### src/rtl/alu_pkg.sv
// Shared definitions for the ALU issue arbiter: ALU control encodings, the
// legality check for a control code, and the arbiter FSM state type.
package alu_pkg;

  localparam int unsigned ALU_ADD = 1;
  localparam int unsigned ALU_SUB = 2;
  localparam int unsigned ALU_AND = 3;
  localparam int unsigned ALU_OR  = 4;
  localparam int unsigned ALU_SRL = 5;
  localparam int unsigned ALU_SLL = 6;

  typedef enum logic [1:0] {
    IDLE,
    EXEC,
    RESP
  } state_e;

  // Only codes ALU_ADD..ALU_SLL produce a defined ALU output.
  function automatic logic alu_ctrl_legal(input int unsigned ctrl);
    return (ctrl >= ALU_ADD) && (ctrl <= ALU_SLL);
  endfunction

endpackage

### src/rtl/rr_arbiter.sv
// Round-robin grant selection. Purely combinational.
//   req      : request vector
//   ptr      : index of the last granted requester
//   grant    : one-hot grant (0 when no request)
//   grant_id : encoded index of the granted requester
//   req_any  : at least one request is present
// The search starts at ptr+1 and wraps, so the last winner has lowest priority.
module rr_arbiter #(
  parameter int unsigned NUM_REQ = 2,
  localparam int unsigned ID_W = (NUM_REQ > 1) ? $clog2(NUM_REQ) : 1
) (
  input  logic [NUM_REQ-1:0] req,
  input  logic [ID_W-1:0]    ptr,
  output logic [NUM_REQ-1:0] grant,
  output logic [ID_W-1:0]    grant_id,
  output logic               req_any
);

  int unsigned idx;
  logic        found;

  assign req_any = |req;

  always_comb begin
    grant    = '0;
    grant_id = '0;
    found    = 1'b0;
    idx      = 0;
    for (int unsigned k = 1; k <= NUM_REQ; k++) begin
      idx = (32'(ptr) + k) % NUM_REQ;
      if (!found && req[idx[ID_W-1:0]]) begin
        found                 = 1'b1;
        grant[idx[ID_W-1:0]]  = 1'b1;
        grant_id              = idx[ID_W-1:0];
      end
    end
  end

endmodule

### src/rtl/alu_issue_arbiter.sv
// Shares one external combinational ALU among NUM_REQ requesters.
//   clk, rst            : clock, asynchronous active-high reset
//   req_valid/req_ready : per-requester handshake (ready is one-hot or zero)
//   req_ctrl/req_a/req_b: packed per-requester ALU control and operands
//   alu_ctrl/alu_data1/alu_data2 : registered operation driven to the ALU
//   alu_result          : ALU output, sampled at the end of EXEC
//   res_valid/res_ready : result handshake
//   res_data/res_id/res_err : result, issuing requester, illegal-ctrl flag
// Sequence per operation: IDLE (accept) -> EXEC (ALU evaluates) -> RESP (hold).
module alu_issue_arbiter
  import alu_pkg::*;
#(
  parameter int unsigned NUM_REQ = 2,
  parameter int unsigned WIDTH   = 32,
  parameter int unsigned CTRL_W  = 4,
  localparam int unsigned ID_W   = $clog2(NUM_REQ)
) (
  input  logic                    clk,
  input  logic                    rst,
  input  logic [NUM_REQ-1:0]      req_valid,
  output logic [NUM_REQ-1:0]      req_ready,
  input  logic [NUM_REQ*CTRL_W-1:0] req_ctrl,
  input  logic [NUM_REQ*WIDTH-1:0]  req_a,
  input  logic [NUM_REQ*WIDTH-1:0]  req_b,
  output logic [CTRL_W-1:0]       alu_ctrl,
  output logic [WIDTH-1:0]        alu_data1,
  output logic [WIDTH-1:0]        alu_data2,
  input  logic [WIDTH-1:0]        alu_result,
  output logic                    res_valid,
  input  logic                    res_ready,
  output logic [WIDTH-1:0]        res_data,
  output logic [ID_W-1:0]         res_id,
  output logic                    res_err
);

  state_e              state_q, state_d;
  logic [ID_W-1:0]     rr_ptr_q;
  logic [CTRL_W-1:0]   op_ctrl_q;
  logic [WIDTH-1:0]    op_a_q, op_b_q;
  logic [ID_W-1:0]     op_id_q;
  logic                res_valid_q, res_err_q;
  logic [WIDTH-1:0]    res_data_q;
  logic [ID_W-1:0]     res_id_q;

  logic [NUM_REQ-1:0]  grant;
  logic [ID_W-1:0]     grant_id;
  logic                req_any;

  rr_arbiter #(
    .NUM_REQ(NUM_REQ)
  ) u_rr_arbiter (
    .req     (req_valid),
    .ptr     (rr_ptr_q),
    .grant   (grant),
    .grant_id(grant_id),
    .req_any (req_any)
  );

  always_comb begin
    state_d   = state_q;
    req_ready = '0;
    case (state_q)
      IDLE: begin
        if (req_any) begin
          req_ready = grant;
          state_d   = EXEC;
        end
      end
      EXEC:    state_d = RESP;
      RESP:    if (res_ready) state_d = IDLE;
      default: state_d = IDLE;
    endcase
  end

  always_ff @(posedge clk or posedge rst) begin
    if (rst) begin
      state_q     <= IDLE;
      rr_ptr_q    <= ID_W'(NUM_REQ - 1);
      op_ctrl_q   <= '0;
      op_a_q      <= '0;
      op_b_q      <= '0;
      op_id_q     <= '0;
      res_valid_q <= 1'b0;
      res_data_q  <= '0;
      res_id_q    <= '0;
      res_err_q   <= 1'b0;
    end else begin
      state_q <= state_d;
      case (state_q)
        IDLE: begin
          if (req_any) begin
            op_ctrl_q <= req_ctrl[grant_id*CTRL_W +: CTRL_W];
            op_a_q    <= req_a[grant_id*WIDTH +: WIDTH];
            op_b_q    <= req_b[grant_id*WIDTH +: WIDTH];
            op_id_q   <= grant_id;
            rr_ptr_q  <= grant_id;
          end
        end
        EXEC: begin
          res_valid_q <= 1'b1;
          res_id_q    <= op_id_q;
          // ALU output is undefined for illegal codes, so it is never forwarded.
          if (alu_ctrl_legal(32'(op_ctrl_q))) begin
            res_data_q <= alu_result;
            res_err_q  <= 1'b0;
          end else begin
            res_data_q <= '0;
            res_err_q  <= 1'b1;
          end
        end
        RESP: begin
          if (res_ready) res_valid_q <= 1'b0;
        end
        default: ;
      endcase
    end
  end

  // Op registers only change on accept, so the ALU inputs stay quiet when idle.
  assign alu_ctrl  = op_ctrl_q;
  assign alu_data1 = op_a_q;
  assign alu_data2 = op_b_q;

  assign res_valid = res_valid_q;
  assign res_data  = res_data_q;
  assign res_id    = res_id_q;
  assign res_err   = res_err_q;

endmodule

### config.mk
export PLATFORM = sky130hd
export DESIGN_NAME = alu_issue_arbiter
export DESIGN_NICKNAME = d
export VERILOG_FILES = /design/src/rtl/alu_pkg.sv /design/src/rtl/rr_arbiter.sv /design/src/rtl/alu_issue_arbiter.sv
export SDC_FILE = /design/constraint.sdc
export NUM_CORES = 1
export LEC_CHECK = 0
export CELL_PAD_IN_SITES_DETAIL_PLACEMENT = 0
export CELL_PAD_IN_SITES_GLOBAL_PLACEMENT = 1
export CORE_UTILIZATION = 30
export DETAILED_ROUTE_END_ITERATION = 7
export GPL_TIMING_DRIVEN = 0
export PLACE_DENSITY_LB_ADDON = 0.1
export REMOVE_ABC_BUFFERS = 1
export SYNTH_ARGS = -nofsm -noshare
export SYNTH_HDL_FRONTEND = slang
export SYNTH_SLANG_ARGS = --single-unit
### constraint.sdc
create_clock -name clk -period 11 [get_ports clk]
set_input_delay 2.2 -clock clk [delete_from_list [all_inputs] [get_ports clk]]
set_output_delay 2.2 -clock clk [all_outputs]
set_load 0.01 [all_outputs]
==> impl_metrics.yaml <==
cts:
  clk_pin_slew_ps: 70
  htree_levels: 3
  clk_path_buf_depth: 2
  ctsResizeCount: 0
  insertion_delay_ps: 350
  cts_setup_buffers: 0
  cts_tree: "built"
  hold_buffers: 0
  clock_sink_count: 107
  cts_buffers: 9
  root_buffer: "clkbuf_16"
logic_synthesis:
  post_synth_main_area_contributors: "dfrtp_1 55%, mux2_2 30%, a22o_1 5.8%"
  synth_adder_area_share: 0
  netlist_area_mm2: 0.00480
  synth_top_family_by_area: "multiplexers"
  synth-seq-area-share: 0.559
  ys_ff_latch: 107
  synth_cell_type_count: 23
  synthMuxAreaShare: 0.326
  ys_warn_count: 0
  synth_compound_area_frac: 0.0725
  synth-simple-area-share: 0.0138
  synth_top_area_cell: "dfrtp_1"
  synth_xor_area_frac: 0
  yosysTopAreaCellShare: 0.553
  syn_avg_cell_area_um2: 14.8
  synthCells: 323
route:
  post_drt_wl_per_cell_um: 16.6
  vias: 3688
  totalWireLength_um: 13500
  dr.pass1.iters: 4
  vias_per_cell: 4.54
  route.detailed.drc: 0
  ant_nets: 0
  drtIter0Drc: 88
final_layout:
  final_nets: 769
  final_cell_mix: "277 x clkdlybuf4s50_1, 127 x mux2_2, 106 x dfrtp_1, 32 x a22o_1"
  final_common_cell: "clkdlybuf4s50_1"
  insertedDiodeCount: 0
  register_area_mm2: 0.00268
  fill_cells: 1362
  drive_gt1_frac: 0.273
  multi_input_area_mm2: 0.00200
  syn2layout_area_growth_pct: 70.9
hold_path:
  min_path_cells: 1
  hold_path_class: "flip-flop to flip-flop"
critical_path:
  crit_path_end_kind: "output port"
  path_delay_family: "buffers and inverters"
  crit_type: "primary input to output port"
  cp.arrival_ps: 3980
  cp_cell_sequence: "clkdlybuf4s50_1, a21boi_4, and2_1, clkdlybuf4s50_1"
  cpMaxStageDelayCell: "clkdlybuf4s50_1"
  rr_endpoint: "alu_data1[2]"
  cp-endpoint: "req_ready[1]"
  cp.required_ps: 8800
  crit_cells: 4
  r2r_start: "rr_ptr_q"
  crit_fanout: 9
  slowest_delay_ps: 560
  crit_buf_inv: 2
  worst_r2r_path_depth: 6
  crit_path_start: "req_valid[1]"
  cp-start-kind: "primary input"
  regToRegSetupSlack_ps: 8850
  cpMostUsedCell: "clkdlybuf4s50_1"
sta:
  finalCritPeriodShare: 0.562
  relSlewSlack: 0.476
  hold_viol_final: 0
  max_freq_mhz: 162
  fin_setup_tns_ps: 0
  hold_ws_ps: 506
  setup_viol: 0
  period_minus_slack_ps: 6180
  grt_setup_unrepaired: "no"
  clock_skew_ps: 5.64
  maxSlewViolCount: 0
  worst_pin_slew_ps: 786
place:
  gp_congestion: 0.695
  hpwl_um: 10300
  io_buffers: 277
floorplanning:
  die_x_um: 128
  ioPinCount: 278
  fp.dieArea_mm2: 0.0165
  start_util: 0.311
  coreArea_mm2: 0.0154
  rows: 45
  die_y_um: 128
global_routing:
  grt_overflow: 0
  grt_pass1_wl_um: 20800
  grt_max_degree: 69
  grt_use_total: 0.167
  grt_pass1_vias: 3987
  antenna_found_initial: 0
pwr:
  total_power_mw: 1.97
  ir_worst_vdd_mv: 0.106
  powerDensity_mw_per_mm2: 240
  p_leak_nw: 3.34
run:
  max_cap_violations: 0
run_status:
  status: "completed"
## cells by family after synthesis
| group | count (synthesis) |
|---|---|
| mux | 136 |
| flops | 107 |
| compound gates | 43 |
| buf+inv | 27 |
| simple gates | 10 |
## layer usage
metal	track usage	vias to the layer above	share of wire
met2	0.301	138	0.53
met4	0.0740	0	0.020
met5	0	-	0
met1	0.179	1804	0.38
met3	0.0528	17	0.077
li1	-	1729	-
## per-stage QoR
step / worst slack, ps / cell area (um2) / std cells / util
2_1_floorplan: 4120 / 4680 / 301 / -
3_3_place_gp: 2040 / 7710 / 789 / 0.500
3_5_place_dp: 4790 / 7890 / 796 / 0.512
4_1_cts: 4780 / 8190 / 812 / 0.531
5_1_grt: 4720 / 8200 / 812 / 0.531
6_report: 4820 / 8200 / 812 / 0.531
## report_power, final
| part | internal [mW] | total [mW] | switching [mW] |
|---|---|---|---|
| Sequential | 0.574 | 0.668 | 0.0942 |
| Combinational | 0.601 | 0.966 | 0.365 |
| Clock | 0.180 | 0.331 | 0.152 |
## synth_stat cells
library cell / count
mux2_2: 127
o21a_1: 1
nand2_1: 3
buf_1: 2
a21boi_2: 1
nor4_4: 1
nor2_1: 1
buf_2: 17
a21oi_1: 5
mux2_4: 9
and2_1: 1
a22o_1: 32
nand2b_1: 2
o21bai_1: 1
o21ai_0: 2
dfstp_2: 1
inv_1: 5
buf_6: 2
clkbuf_1: 1
and3_1: 1
dfrtp_1: 106
nor3_1: 1
a31oi_1: 1
## worst reg2reg max path, stage by stage (launching register included)
cell      delay, ps
dfstp_2         400
a21boi_4        400
buf_16          230
buf_16          180
buf_16          200
mux2_2          370
mux2_2          260
## how the worst min path moves through the flow
stage | slack, ps | to | start
detailed placement | 490 | res_id | res_id
floorplan | 480 | res_valid | state_q[1]
CTS | 500 | res_id | res_id
global route | 510 | alu_data2[8] | alu_data2[8]
finish | 510 | alu_data2[6] | alu_data2[6]
global placement | 470 | res_id | res_id
## registers in the layout, summed over array words and instances (netlist names)
signal and flops:
alu_ctrl 4, rr_ptr_q 1, res_valid 1, state_q 2
res_id 1, op_id_q 1, alu_data2 32, res_data 32
res_err 1, alu_data1 32
## final cells by class
class / instances / share of cell area
sequential: 107 / 0.327
tap: 211 / 0.0322
clock inverter: 6 / 0.00901
multi-input combinational: 189 / 0.244
timing repair buffer: 284 / 0.358
clock buffer: 10 / 0.0279
inverter: 5 / 0.00260
No activity file was read; power rests on OpenSTA's default activity.
